## src/rtl/rom_line_reporter.sv

```systemverilog
// rom_line_reporter: sends "<addr hex>:<data hex>\r\n" over an 8N1 UART per trigger.
// Ports: clk; reset_n (sync, 1 = reset); address_line, data_line, report_request in;
// tx (serial, idle high), busy, frame_done (1-cycle pulse) out.
// Build option: ROM_LINE_REPORTER_AUTO_TRIGGER_EN adds address-change triggering.
module rom_line_reporter #(
  parameter int DATA_WIDTH    = 8,
  parameter int ADDRESS_WIDTH = 9,
  parameter int CLK_DIVIDER   = 434
) (
  input  logic                     clk,
  input  logic                     reset_n,
  input  logic [ADDRESS_WIDTH-1:0] address_line,
  input  logic [DATA_WIDTH-1:0]    data_line,
  input  logic                     report_request,
  output logic                     tx,
  output logic                     busy,
  output logic                     frame_done
);

  localparam int AD    = (ADDRESS_WIDTH + 3) / 4;
  localparam int DD    = (DATA_WIDTH + 3) / 4;
  localparam int NCHAR = AD + DD + 3;
  localparam int BW    = $clog2(CLK_DIVIDER);
  localparam int CW    = $clog2(NCHAR);

  localparam logic [BW-1:0] BAUD_LAST = BW'(CLK_DIVIDER - 1);
  localparam logic [CW-1:0] CHAR_LAST = CW'(NCHAR - 1);

  typedef enum logic [1:0] {
    S_IDLE,
    S_START,
    S_DATA,
    S_STOP
  } state_e;

  state_e                   state_q, state_d;
  logic [BW-1:0]            baud_q, baud_d;
  logic [2:0]               bit_q, bit_d;
  logic [CW-1:0]            char_q, char_d;
  logic                     pend_q, pend_d;
  logic                     done_q, done_d;
  logic [ADDRESS_WIDTH-1:0] addr_q;
  logic [DATA_WIDTH-1:0]    data_q;

  logic                     auto_trig;
  logic                     trig;
  logic                     start;
  logic                     baud_last;
  logic [4*AD-1:0]          apad;
  logic [4*DD-1:0]          dpad;
  logic [7:0]               cur_ch;

  function automatic logic [7:0] hex(input logic [3:0] n);
    hex = (n < 4'd10) ? (8'h30 + {4'h0, n}) : (8'h37 + {4'h0, n});
  endfunction

  assign busy       = (state_q != S_IDLE);
  assign frame_done = done_q;
  assign baud_last  = (baud_q == BAUD_LAST);

`ifdef ROM_LINE_REPORTER_AUTO_TRIGGER_EN
  logic [ADDRESS_WIDTH-1:0] last_q;

  // Tracks the address of the most recent frame; reset copies the
  // live address so a quiet bus produces no frame after reset.
  always_ff @(posedge clk) begin
    if (reset_n) begin
      last_q <= address_line;
    end else if (start) begin
      last_q <= address_line;
    end
  end

  assign auto_trig = (address_line != last_q) && !busy && !pend_q;
`else
  assign auto_trig = 1'b0;
`endif

  // A request and an address change in one cycle merge into one trigger.
  assign trig  = report_request | pend_q | auto_trig;
  assign start = (state_q == S_IDLE) && trig;

  always_ff @(posedge clk) begin
    if (reset_n) begin
      state_q <= S_IDLE;
      baud_q  <= '0;
      bit_q   <= '0;
      char_q  <= '0;
      pend_q  <= 1'b0;
      done_q  <= 1'b0;
    end else begin
      state_q <= state_d;
      baud_q  <= baud_d;
      bit_q   <= bit_d;
      char_q  <= char_d;
      pend_q  <= pend_d;
      done_q  <= done_d;
    end
  end

  // Frame contents are frozen at start so bus activity mid-frame is ignored.
  always_ff @(posedge clk) begin
    if (start) begin
      addr_q <= address_line;
      data_q <= data_line;
    end
  end

  always_comb begin
    apad = '0;
    dpad = '0;
    apad[ADDRESS_WIDTH-1:0] = addr_q;
    dpad[DATA_WIDTH-1:0]    = data_q;
  end

  // Character at position char_q: address digits, ':', data digits, CR, LF.
  always_comb begin
    cur_ch = 8'h0A;
    for (int i = 0; i < AD; i++) begin
      if (char_q == CW'(i)) begin
        cur_ch = hex(apad[4*(AD-1-i) +: 4]);
      end
    end
    if (char_q == CW'(AD)) begin
      cur_ch = 8'h3A;
    end
    for (int i = 0; i < DD; i++) begin
      if (char_q == CW'(AD + 1 + i)) begin
        cur_ch = hex(dpad[4*(DD-1-i) +: 4]);
      end
    end
    if (char_q == CW'(AD + DD + 1)) begin
      cur_ch = 8'h0D;
    end
  end

  always_comb begin
    state_d = state_q;
    baud_d  = baud_q;
    bit_d   = bit_q;
    char_d  = char_q;
    pend_d  = pend_q;
    done_d  = 1'b0;

    // Any number of requests while busy collapse into one follow-on frame.
    if (busy && report_request) begin
      pend_d = 1'b1;
    end
    if (busy) begin
      baud_d = baud_last ? '0 : baud_q + 1'b1;
    end

    unique case (state_q)
      S_IDLE: begin
        if (trig) begin
          state_d = S_START;
          baud_d  = '0;
          bit_d   = '0;
          char_d  = '0;
          pend_d  = 1'b0;
        end
      end
      S_START: begin
        if (baud_last) begin
          state_d = S_DATA;
          bit_d   = '0;
        end
      end
      S_DATA: begin
        if (baud_last) begin
          if (bit_q == 3'd7) begin
            state_d = S_STOP;
          end else begin
            bit_d = bit_q + 1'b1;
          end
        end
      end
      S_STOP: begin
        if (baud_last) begin
          if (char_q == CHAR_LAST) begin
            state_d = S_IDLE;
            done_d  = 1'b1;
          end else begin
            state_d = S_START;
            char_d  = char_q + 1'b1;
          end
        end
      end
      default: state_d = S_IDLE;
    endcase
  end

  always_comb begin
    tx = 1'b1;
    unique case (state_q)
      S_START: tx = 1'b0;
      S_DATA:  tx = cur_ch[bit_q];
      default: tx = 1'b1;
    endcase
  end

endmodule
```

## config.mk

```make
export PLATFORM = sky130hd
export DESIGN_NAME = rom_line_reporter
export DESIGN_NICKNAME = d
export VERILOG_FILES = /design/src/rtl/rom_line_reporter.sv
export SDC_FILE = /design/constraint.sdc
export NUM_CORES = 1
export LEC_CHECK = 0
export CAP_MARGIN = 20
export CELL_PAD_IN_SITES_DETAIL_PLACEMENT = 1
export CELL_PAD_IN_SITES_GLOBAL_PLACEMENT = 1
export CORE_MARGIN = 5
export CORE_UTILIZATION = 47
export DETAILED_ROUTE_END_ITERATION = 16
export MAX_ROUTING_LAYER = met4
export PLACE_DENSITY_LB_ADDON = 0.1
export SLEW_MARGIN = 20
export SYNTH_ARGS = -nofsm -noshare
export SYNTH_HDL_FRONTEND = slang
export SYNTH_SLANG_ARGS = --single-unit
```

## constraint.sdc

```tcl
create_clock -name clk -period 5.49 [get_ports clk]
set_input_delay 1.647 -clock clk [delete_from_list [all_inputs] [get_ports clk]]
set_output_delay 1.647 -clock clk [all_outputs]
set_load 0.01 [all_outputs]
```

==> results of run 1 <==
==> cells by family (layout without fill, tap and decap cells) <==
group | Yosys count | after routing | synth area share (%)
adder cells (fa/ha/maj) | 18 | 18 | 9.735
AND/OR/NAND/NOR | 88 | 88 | 20.44
XOR/XNOR | 11 | 11 | 4.165
buffers and inverters | 27 | 52 | 5.516
flip-flops | 36 | 36 | 38.51
AO/OA/AOI/OAI | 67 | 67 | 19.42
multiplexers | 5 | 5 | 2.217
==> through the flow <==
| stage | setup WS (ns) | std cells | instance area [µm²] | hold slack [ns] | utilization (%) |
|---|---|---|---|---|---|
| after floorplan | 1.927 | 252 | 2313 | 0.4851 | - |
| after global placement | 1.275 | 336 | 2581 | 0.5084 | 54.29 |
| after detailed placement | 1.195 | 336 | 2581 | 0.5246 | 54.29 |
| after CTS | 0.8580 | 344 | 2678 | 0.5352 | 56.32 |
| after global routing | 0.6128 | 344 | 2678 | 0.5774 | 56.32 |
| final | 0.8446 | 344 | 2678 | 0.5325 | 56.32 |
==> power breakdown <==
group | internal, mW | switching (mW) | total, mW
clock network | 0.103 | 0.108 | 0.211
logic | 0.175 | 0.239 | 0.414
registers | 0.347 | 0.0627 | 0.410
==> worst max-delay path by stage <==
stage | from | to | slack (ns) | depth (start not counted)
after floorplan | char_q[1] | tx | 1.93 | 8
after global placement | char_q[1] | tx | 1.28 | 9
after detailed placement | char_q[1] | tx | 1.20 | 9
after CTS | char_q[1] | tx | 0.86 | 9
after global routing | char_q[1] | tx | 0.61 | 9
final | char_q[1] | tx | 0.84 | 9
==> routing by layer <==
layer / wire length, µm / vias up / global-route usage, %
li1: - / 960 / -
met1: 2645 / 942 / 25.96
met2: 2532 / 37 / 30.13
met3: 216 / 5 / 3.475
met4: 53 / 0 / 6.081
met5: 0 / - / -
==> layout make-up <==
cell class              instances  share of cell area (%)
multi-input cells             189                   48.36
flip-flops and latches         36                   33.27
repair buffers                 23                   8.505
inverters                      21                   3.131
well taps                      67                   3.131
clock buffers                   6                   3.084
clock inverters                 2                  0.5140
==> cells in the mapped netlist (all sizes together) (3+ instances only) <==
cell     number  area share, %
o22ai         6            1.6
nor2         33            5.5
xor2          3            1.1
nor4          4            1.1
a221oi        3            1.9
o31ai         3           0.97
nor3          7            2.0
nand3         4           0.87
xnor2         8            3.0
inv          21            3.6
a21oi        21            4.5
o21ai        14            3.0
dfxtp        19             16
clkbuf        4            1.1
mux2i         4            1.7
nand2        22            3.6
a2111oi       3            1.1
edfxtp       17             22
nor2b         3           0.81
ha           18            9.7
==> state kept, by name (all words and copies together), names as in the netlist <==
name and cells:
addr_q 9, baud_q 9, data_q 8, bit_q 3, char_q 3, state_q 2, frame_done 1, pend_q 1
==> critical path, cell delays in order (launching register included) <==
cell	delay, ns
dfxtp_1	0.34
inv_1	0.10
ha_1	0.39
nand2_1	0.15
nor3_1	0.16
o31ai_1	0.11
a2111oi_0	0.48
a311oi_1	0.09
nor4_1	0.29
clkdlybuf4s50_1	0.60
==> results_tabular.tex, run 1 <==
\begin{tabular}{lr}
\hline
Metric & Value \\
\hline
\multicolumn{2}{l}{\textbf{Worst setup path}} \\
Origin of the critical flop-to-flop path & bit\_q[0] \\
Worst reg2reg setup slack & roughly 3.4 ns \\
Top fanout value on the critical path & 12 \\
Category of the most critical setup path & reg -> out \\
Crit path DAT & $\sim$3 ns \\
Crit. End Element & primary output \\
Required time worst endpoint & $\sim$3.8 ns \\
CP startpoint kind & register \\
RR Endpoint & bit\_q[0] \\
Worst reg2reg path depth & 6 \\
\multicolumn{2}{l}{\textbf{Routing}} \\
Total Routed Length & $\sim$5400 µm \\
First-pass DRT Iterations & 4 \\
Number of DRC markers in iteration 0 & 117 \\
Average wire length per cell after detail routing & between 15 and 20 µm \\
Detailed-route via count & slightly below 2,000 \\
Routed via count divided by cell count & 5.651 \\
Number of DRC violations after detailed routing & 0 \\
Antenna viol nets, final & 0 \\
\multicolumn{2}{l}{\textbf{Cells and area}} \\
Fraction of layout instances using a drive strength above 1 & 7.220\% \\
Area growth from synthesis to final layout & 15.74\% \\
Most common library cell in the layout ignoring fill and taps & nor2\_1 \\
Multi-input combinational cell area & approximately 1300 µm² \\
\# nets final & between 300 and 400 \\
Most used cells in the layout excluding fill and tap cells & nor2\_1 (32), nand2\_1 (22), clkdlybuf4s50\_1 (22) \\
Sequential cell area & slightly below 900 µm² \\
Antenna diode count & 0 \\
Number of fillers in the final layout & roughly 560 \\
\multicolumn{2}{l}{\textbf{Placement}} \\
Quantity of I/O buffers inserted on ports & 22 \\
Final HPWL DP & between 4000 and 5000 µm \\
Final weighted congestion in routability-driven placement & around 0.86 \\
\multicolumn{2}{l}{\textbf{Synth}} \\
Most frequently used flop master after synthesis & dfxtp\_1 \\
Syn\_area\_per\_cell & 9.180 µm² \\
Synth warnings & 0 \\
Post-synthesis cell type count & 56 \\
Fraction of registers with async set/reset & 0\% \\
Mapped Area & around 2300 µm² \\
Post-synthesis net count & 290 \\
Cells after Synth & approximately 250 \\
Register bit total from synthesis & 36 \\
Count of flip-flops with a built-in enable after synthesis & 17 \\
Fraction of the yosys area taken by sequential cells & between 30\% and 40\% \\
\multicolumn{2}{l}{\textbf{Floorplanning}} \\
Die area & approximately 6400 µm² \\
Starting Density & about 50\% \\
Die X & about 80 µm \\
Height of the die & 80.16 µm \\
Area of the core & about 4800 µm² \\
IO Pins & 23 \\
Number of rows created at floorplan & 25 \\
\multicolumn{2}{l}{\textbf{Clock tree}} \\
Count of clock tree sinks & 36 \\
Clock buffers created by TritonCTS & 5 \\
Clock latency of the later-clocked register in the worst-skew pair & between 0.2 and 0.3 ns \\
CTS H-Tree Depth & 2 \\
Root Buffer & clkbuf\_8 \\
Number of hold-repair buffers added at the cts stage & 0 \\
Number of cells upsized or downsized after cts & 0 \\
Post-CTS setup buffer count & 0 \\
Buffer levels on the longest clock path & 2 \\
CTS tree & yes \\
Clock-pin slew reported for the worst setup and hold paths after clock tree synthesis & about 0.08 ns \\
\multicolumn{2}{l}{\textbf{GRT}} \\
Global route overflow & 0 \\
Initial antenna violation count & 0 \\
Vias in the first global route & a little over 2,000 \\
First-pass GRT wire length & approximately 9500 µm \\
Total routing resource utilization after global routing & 19.47\% \\
Maximum number of pins on one net before global-route repair & 18 \\
\multicolumn{2}{l}{\textbf{Timing}} \\
Setup repair after global routing missed its margin & false \\
Endpoints failing setup & 0 \\
Max-slew violation count & 0 \\
Clock period minus worst slack & around 4.6 ns \\
Worst relative slew slack & between 60 and 70\% \\
Ratio of final minimum period to clock period & 84.62\% \\
Maximum frequency from static timing analysis & 215.3 MHz \\
Total Neg Setup Slack & 0 ns \\
Post-Route Skew & roughly 0.0032 ns \\
Number of endpoints with negative hold slack in the final report & 0 \\
Slew @ Worst Pin & 0.5014 ns \\
\multicolumn{2}{l}{\textbf{Hold path}} \\
Hold worst-path end & char\_q[0] \\
Hold wc startpoint & char\_q[0] \\
Hold path depth & 2 \\
Type of the most critical hold path & reg -> reg \\
\multicolumn{2}{l}{\textbf{Power}} \\
Highest ir drop seen on vdd & a little under 0.2 mV \\
Power after layout & approximately 1.0 mW \\
Power Density & 386.3 nW/µm² \\
Leak pwr & just over 1 nW \\
\multicolumn{2}{l}{\textbf{Status}} \\
Run status & finished clean \\
\multicolumn{2}{l}{\textbf{Job}} \\
Max-capacitance violation count & 0 \\
\hline
\end{tabular}
(Power assumes the default switching activity.)
==> run 2, diff against run 1 <==
--- a/config.mk
+++ b/config.mk
@@ -9,7 +9,7 @@
 export CELL_PAD_IN_SITES_DETAIL_PLACEMENT = 1
 export CELL_PAD_IN_SITES_GLOBAL_PLACEMENT = 1
 export CORE_MARGIN = 5
-export CORE_UTILIZATION = 47
+export CORE_UTILIZATION = 44
 export DETAILED_ROUTE_END_ITERATION = 16
 export MAX_ROUTING_LAYER = met4
 export PLACE_DENSITY_LB_ADDON = 0.1
==> constraint.sdc (replaced) <==
create_clock -name clk -period 4.4 [get_ports clk]
set_input_delay 1.32 -clock clk [delete_from_list [all_inputs] [get_ports clk]]
set_output_delay 1.32 -clock clk [all_outputs]
set_load 0.01 [all_outputs]
==> results_tabular.tex, run 2 (synthesis gave the netlist of run 1 again) <==
\begin{tabular}{lr}
\hline
Metric & Value \\
\hline
\multicolumn{2}{l}{\textbf{Status}} \\
Run status & finished clean \\
\multicolumn{2}{l}{\textbf{Worst setup path}} \\
Peak per-stage delay on the critical path & 0.60 ns (about the same) \\
Crit path DAT & 2.87 ns (-0.13 ns) \\
Cells along the critical path & inv\_1 > ha\_2 > nand2\_1 > nor3\_1 > o31ai\_1 > a2111oi\_1 > a311oi\_1 > nor4\_1 > clkdlybuf4s50\_1 \\
Worst reg2reg setup slack & 2.35 ns (-1.07 ns) \\
Critical path buffer and inverter count & 2 (unchanged) \\
Cell family with the largest share of critical-path delay & buffers and inverters \\
CP startpoint kind & register \\
Worst reg2reg path depth & 6 (unchanged) \\
Required time worst endpoint & 3.08 ns (-0.76 ns) \\
Top fanout value on the critical path & 12 (unchanged) \\
Critical path's slowest cell & clkdlybuf4s50\_1 \\
Number of logic stages on the critical path including buffering & 9 (unchanged) \\
Crit. End Element & primary output \\
Category of the most critical setup path & reg -> out \\
Origin of the critical flop-to-flop path & bit\_q[0] \\
RR Endpoint & bit\_q[1] \\
\multicolumn{2}{l}{\textbf{GRT}} \\
Met3 GRT Util & 3.579\% (+0.10 points) \\
Fraction of met2 tracks used by global routing & 29.73\% (-0.40 points) \\
Vias in the first global route & 1,988 (-1.7\%) \\
GRT busiest layer & met2 \\
Global route overflow & 0 (unchanged) \\
Initial antenna violation count & 0 (unchanged) \\
M1 GR Usage & 22.70\% (-3.3 points) \\
Maximum number of pins on one net before global-route repair & 18 (unchanged) \\
Total routing resource utilization after global routing & 18.08\% (-1.4 points) \\
First-pass GRT wire length & 9121 µm (-4.1\%) \\
\multicolumn{2}{l}{\textbf{Hold path}} \\
Hold wc startpoint & char\_q[0] \\
Type of the most critical hold path & reg -> reg \\
Hold path depth & 2 (unchanged) \\
Hold worst-path end & char\_q[0] \\
\multicolumn{2}{l}{\textbf{Floorplanning}} \\
Area of the core & 5107 µm² (+7.4\%) \\
Die X & 82.51 µm (+2.9\%) \\
Number of rows created at floorplan & 26 (+4.0\%) \\
IO Pins & 23 (unchanged) \\
Starting Density & 45.30\% (-3.4 points) \\
Height of the die & 82.51 µm (+2.9\%) \\
Die area & 6808 µm² (+5.9\%) \\
\multicolumn{2}{l}{\textbf{Cells and area}} \\
Fraction of layout instances using a drive strength above 1 & 7.554\% (+0.33 points) \\
Top Registers & addr\_q (9), baud\_q (9), data\_q (8) \\
Area growth from synthesis to final layout & 16.23\% \\
Antenna diode count & 0 (unchanged) \\
Most used cells in the layout excluding fill and tap cells & nor2\_1 (32), nand2\_1 (22), clkdlybuf4s50\_1 (22) \\
Post-route insts no fill & 348 (+1.2\%) \\
\# nets final & 315 (+0.32\%) \\
Most common library cell in the layout ignoring fill and taps & nor2\_1 \\
\multicolumn{2}{l}{\textbf{Clock tree}} \\
CTS H-Tree Depth & 2 (unchanged) \\
Clock latency of the later-clocked register in the worst-skew pair & 0.30 ns (about the same) \\
Clock-pin slew reported for the worst setup and hold paths after clock tree synthesis & 0.07 ns (about the same) \\
Count of clock tree sinks & 36 (unchanged) \\
Clock buffers created by TritonCTS & 5 (unchanged) \\
Buffer levels on the longest clock path & 2 (unchanged) \\
Root Buffer & clkbuf\_8 \\
CTS tree & yes \\
\multicolumn{2}{l}{\textbf{Placement}} \\
Placed cells & 340 (+1.2\%) \\
Quantity of I/O buffers inserted on ports & 22 (unchanged) \\
Final HPWL DP & 3968 µm (-2.3\%) \\
Final weighted congestion in routability-driven placement & 0.8150 (-5.2\%) \\
\multicolumn{2}{l}{\textbf{Timing}} \\
Slew @ Worst Pin & 0.5478 ns (+0.04636 ns) \\
Maximum frequency from static timing analysis & between 200 and 250 MHz \\
Clock period minus worst slack & 4.188 ns \\
Post-Route Skew & 0.01236 ns (+0.009191 ns) \\
Total Neg Setup Slack & 0 ns (unchanged) \\
Ratio of final minimum period to clock period & 95.17\% \\
Endpoints failing setup & 0 (unchanged) \\
Max-slew violation count & 0 (unchanged) \\
Worst relative slew slack & 62.54\% (-3.2 points) \\
Number of endpoints with negative hold slack in the final report & 0 (unchanged) \\
Setup repair after global routing missed its margin & false \\
\multicolumn{2}{l}{\textbf{Power}} \\
Highest ir drop seen on vdd & 0.1825 mV (-7.6\%) \\
Leak pwr & 1.011 nW (-0.25\%) \\
Power Density & 473.8 nW/µm² (+23\%) \\
Power after layout & 1.274 mW (+23\%) \\
\multicolumn{2}{l}{\textbf{Job}} \\
Max-capacitance violation count & 0 (unchanged) \\
\multicolumn{2}{l}{\textbf{Routing}} \\
Average wire length per cell after detail routing & 15.41 µm (-2.7\%) \\
Detailed-route via count & 1,876 (-3.5\%) \\
First-pass DRT Iterations & 6 (+2) \\
Number of DRC markers in iteration 0 & 52 (-56\%) \\
Total Routed Length & 5362 µm (-1.6\%) \\
Routed via count divided by cell count & 5.391 (-4.6\%) \\
Number of DRC violations after detailed routing & 0 (unchanged) \\
Antenna viol nets, final & 0 (unchanged) \\
\hline
\end{tabular}
[run 2: repair_timing]
item / in CTS / in global routing
endpoints found under the hold margin: 0 / 0
hold buffers: 0 / 0
setup buffers: 0 / 0
setup endpoints to repair: 0 / 1
resized for setup: 0 / 3
[run 2: power by group]
part,internal (mW),total [mW],leakage (nW),switching (mW)
clock network,0.126,0.250,0.0459,0.124
registers,0.433,0.509,0.317,0.0758
logic,0.219,0.515,0.648,0.297
total,0.777,1.27,1.01,0.497
[run 2: final cells by class]
cell class	instances	area (µm²)
Fill cell	599	2419
Multi-Input combinational cell	189	1301
Sequential cell	36	890.9
Timing Repair Buffer	24	235.2
Tap cell	70	87.58
Clock buffer	7	86.33
Inverter	21	83.83
Clock inverter	1	3.754
[run 2: worst max-delay path by stage]
stage	slack [ns]	endpoint	from
after floorplan	1.16	tx	char_q[1]
after global placement	0.52	tx	char_q[1]
after detailed placement	0.50	tx	char_q[1]
after CTS	0.11	tx	char_q[1]
after global routing	0.009	tx	char_q[1]
final	0.21	tx	char_q[1]
[run 2: worst reg2reg max path, cell delays in order, from the launching register on]
cell and delay, ns:
dfxtp_1 0.40, ha_1 0.24, ha_1 0.21, or3_4 0.41
a221oi_4 0.38, mux2i_1 0.23, nor2_1 0.05
[run 2: stage by stage]
step                      utilization [%]  hold WS [ns]  worst slack [ns]  instance area (µm²)
after floorplan                         -        0.4851             1.164                 2313
after global placement              50.76        0.5045            0.5225                 2592
after detailed placement            50.76        0.5169            0.4987                 2592
after CTS                           52.52        0.5308            0.1132                 2683
after global routing                52.65        0.5606          0.009008                 2689
final                               52.65        0.5300            0.2123                 2689
[run 2: routing by layer]
metal	share of wire (%)	vias to the layer above
li1	-	959
met1	49	892
met4	1.1	0
met3	2.6	6
met2	47	19
met5	0	-
==> run 3, diff against run 2 <==
--- a/config.mk
+++ b/config.mk
@@ -12,7 +12,7 @@
 export CORE_UTILIZATION = 44
 export DETAILED_ROUTE_END_ITERATION = 16
 export MAX_ROUTING_LAYER = met4
-export PLACE_DENSITY_LB_ADDON = 0.1
+export PLACE_DENSITY = 0.9
 export SLEW_MARGIN = 20
 export SYNTH_ARGS = -nofsm -noshare
 export SYNTH_HDL_FRONTEND = slang
==> results_tabular.tex, run 3 (synthesis gave the netlist of run 1 again) <==
\begin{tabular}{lr}
\hline
Metric & Value \\
\hline
\multicolumn{2}{l}{\textbf{Status}} \\
Run status & finished clean \\
\multicolumn{2}{l}{\textbf{GRT}} \\
Vias in the first global route & 1,926 (-3.1\%) \\
Maximum number of pins on one net before global-route repair & 18 (unchanged) \\
Initial antenna violation count & 0 (unchanged) \\
Global route overflow & 0 (unchanged) \\
First-pass GRT wire length & 9135 µm (+0.15\%) \\
Total routing resource utilization after global routing & 18.16\% (+0.081 points) \\
\multicolumn{2}{l}{\textbf{Routing}} \\
Antenna viol nets, final & 0 (unchanged) \\
Number of DRC violations after detailed routing & 0 (unchanged) \\
Detailed-route via count & 1,921 (+2.4\%) \\
Average wire length per cell after detail routing & 15.45 µm (+0.27\%) \\
Routed via count divided by cell count & 5.536 (+2.7\%) \\
First-pass DRT Iterations & 4 (-2) \\
Number of DRC markers in iteration 0 & 142 (+170\%) \\
Total Routed Length & 5361 µm (about the same) \\
\multicolumn{2}{l}{\textbf{Floorplanning}} \\
Die X & 82.51 µm (unchanged) \\
Starting Density & 45.30\% (unchanged) \\
IO Pins & 23 (unchanged) \\
Die area & 6808 µm² (unchanged) \\
Height of the die & 82.51 µm (unchanged) \\
Number of rows created at floorplan & 26 (unchanged) \\
Area of the core & 5107 µm² (unchanged) \\
\multicolumn{2}{l}{\textbf{Cells and area}} \\
Number of fillers in the final layout & 608 (+1.5\%) \\
Fraction of layout instances using a drive strength above 1 & 7.942\% (+0.39 points) \\
\# nets final & 314 (-0.32\%) \\
Final core occ & 52.69\% (about the same) \\
Top Registers & addr\_q (9), baud\_q (9), data\_q (8) \\
Most common library cell in the layout ignoring fill and taps & nor2\_1 \\
Area growth from synthesis to final layout & 16.33\% (about the same) \\
Sequential cell area & 892.1 µm² (+0.14\%) \\
Multi-input combinational cell area & 1300 µm² (about the same) \\
Antenna diode count & 0 (unchanged) \\
Final Instance Area & 2691 µm² (about the same) \\
Most used cells in the layout excluding fill and tap cells & nor2\_1 (32), nand2\_1 (22), clkdlybuf4s50\_1 (22) \\
\multicolumn{2}{l}{\textbf{Clock tree}} \\
CTS H-Tree Depth & 2 (unchanged) \\
Post-CTS setup buffer count & 0 (unchanged) \\
CTS tree & yes \\
Root Buffer & clkbuf\_8 \\
Clock latency of the later-clocked register in the worst-skew pair & 0.29 ns (about the same) \\
Buffer levels on the longest clock path & 2 (unchanged) \\
Clock buffers created by TritonCTS & 5 (unchanged) \\
Number of hold-repair buffers added at the cts stage & 0 (unchanged) \\
Count of clock tree sinks & 36 (unchanged) \\
Clock-pin slew reported for the worst setup and hold paths after clock tree synthesis & 0.06 ns (about the same) \\
\multicolumn{2}{l}{\textbf{Timing}} \\
Worst relative slew slack & 63.17\% (+0.64 points) \\
Max-slew violation count & 0 (unchanged) \\
Ratio of final minimum period to clock period & 94.15\% (-1.0 points) \\
Least setup slack across all paths after layout & 0.2575 ns (+0.04517 ns) \\
Total Neg Setup Slack & 0 ns (unchanged) \\
Post-Route Skew & 0.006018 ns (-0.006345 ns) \\
Endpoints failing setup & 0 (unchanged) \\
Maximum frequency from static timing analysis & 241.4 MHz (+1.1\%) \\
Slew @ Worst Pin & 0.5513 ns (+0.003487 ns) \\
Clock period minus worst slack & 4.142 ns (-0.04517 ns) \\
Number of endpoints with negative hold slack in the final report & 0 (unchanged) \\
Setup repair after global routing missed its margin & false \\
\multicolumn{2}{l}{\textbf{Worst setup path}} \\
Category of the most critical setup path & reg -> out \\
Required time worst endpoint & 3.08 ns (about the same) \\
Crit. End Element & primary output \\
CP startpoint kind & register \\
Launching instance or port of the critical path & char\_q[0] \\
Crit path DAT & 2.82 ns (-0.05 ns) \\
Origin of the critical flop-to-flop path & bit\_q[0] \\
Top fanout value on the critical path & 6 (-6) \\
\multicolumn{2}{l}{\textbf{Placement}} \\
Final HPWL DP & 4156 µm (+4.7\%) \\
Worst slack at placement & 0.4697 ns (-0.02900 ns) \\
Placed Instance Area & 2585 µm² (-0.29\%) \\
Final weighted congestion in routability-driven placement & 0.8862 (+8.7\%) \\
Quantity of I/O buffers inserted on ports & 22 (unchanged) \\
\multicolumn{2}{l}{\textbf{Power}} \\
Power Density & 475.0 nW/µm² (+0.25\%) \\
Leak pwr & 1.011 nW (about the same) \\
Highest ir drop seen on vdd & 0.3119 mV (+71\%) \\
Power after layout & 1.278 mW (+0.35\%) \\
\multicolumn{2}{l}{\textbf{Job}} \\
Max-capacitance violation count & 0 (unchanged) \\
\multicolumn{2}{l}{\textbf{Hold path}} \\
Type of the most critical hold path & reg -> reg \\
Hold wc startpoint & char\_q[0] \\
\hline
\end{tabular}
[run 3: worst max-delay path, cell delays in order (launching register included)]
cell             delay (ns)
dfxtp_1                0.34
inv_1                  0.12
ha_1                   0.31
nand2_1                0.08
nor2_1                 0.10
a211oi_1               0.07
a2111oi_0              0.49
o22ai_1                0.19
nor4_1                 0.25
clkdlybuf4s50_1        0.60
[run 3: path summary, 6_finish.rpt]
| kind | end | slack [ns] | cells past startpoint |
|---|---|---|---|
| setup / recovery | tx | 0.26 | 9 |
| hold / removal | char_q[0] | 0.54 | 2 |
| setup reg to reg | bit_q[0] | 2.35 | 6 |
| hold reg to reg | char_q[0] | 0.54 | 2 |
[run 3: where the power goes]
part / leakage, nW / internal [mW] / switching (mW)
logic: 0.643 / 0.218 / 0.298
registers: 0.317 / 0.433 / 0.0728
clock network: 0.0515 / 0.143 / 0.114
total: 1.01 / 0.794 / 0.484
[run 3: what timing repair did]
action | CTS | global route
endpoints found under the hold margin | 0 | 0
gates resized for setup | 0 | 3
endpoints found under the setup margin | 0 | 1
[run 3: through the flow]
stage | instances | hold slack, ns
final | 347 | 0.5369
after global routing | 347 | 0.5817
after CTS | 347 | 0.5477
after detailed placement | 339 | 0.5387
after global placement | 339 | 0.5057
after floorplan | 252 | 0.4851
[run 3: metal layers]
layer / track usage, % / vias to the layer above / part of all wire [%]
met2: 32.37 / 30 / 52
met5: - / - / 0
met1: 20.64 / 926 / 43
met4: 5.392 / 0 / 1.4
met3: 3.362 / 7 / 3.1
li1: - / 958 / -
[run 3: cell type report]
cell class | count | area share [%]
inverters | 21 | 3.115
clock buffers | 8 | 3.719
flip-flops and latches | 36 | 33.15
well taps | 70 | 3.254
repair buffers | 23 | 8.461
multi-input cells | 189 | 48.30
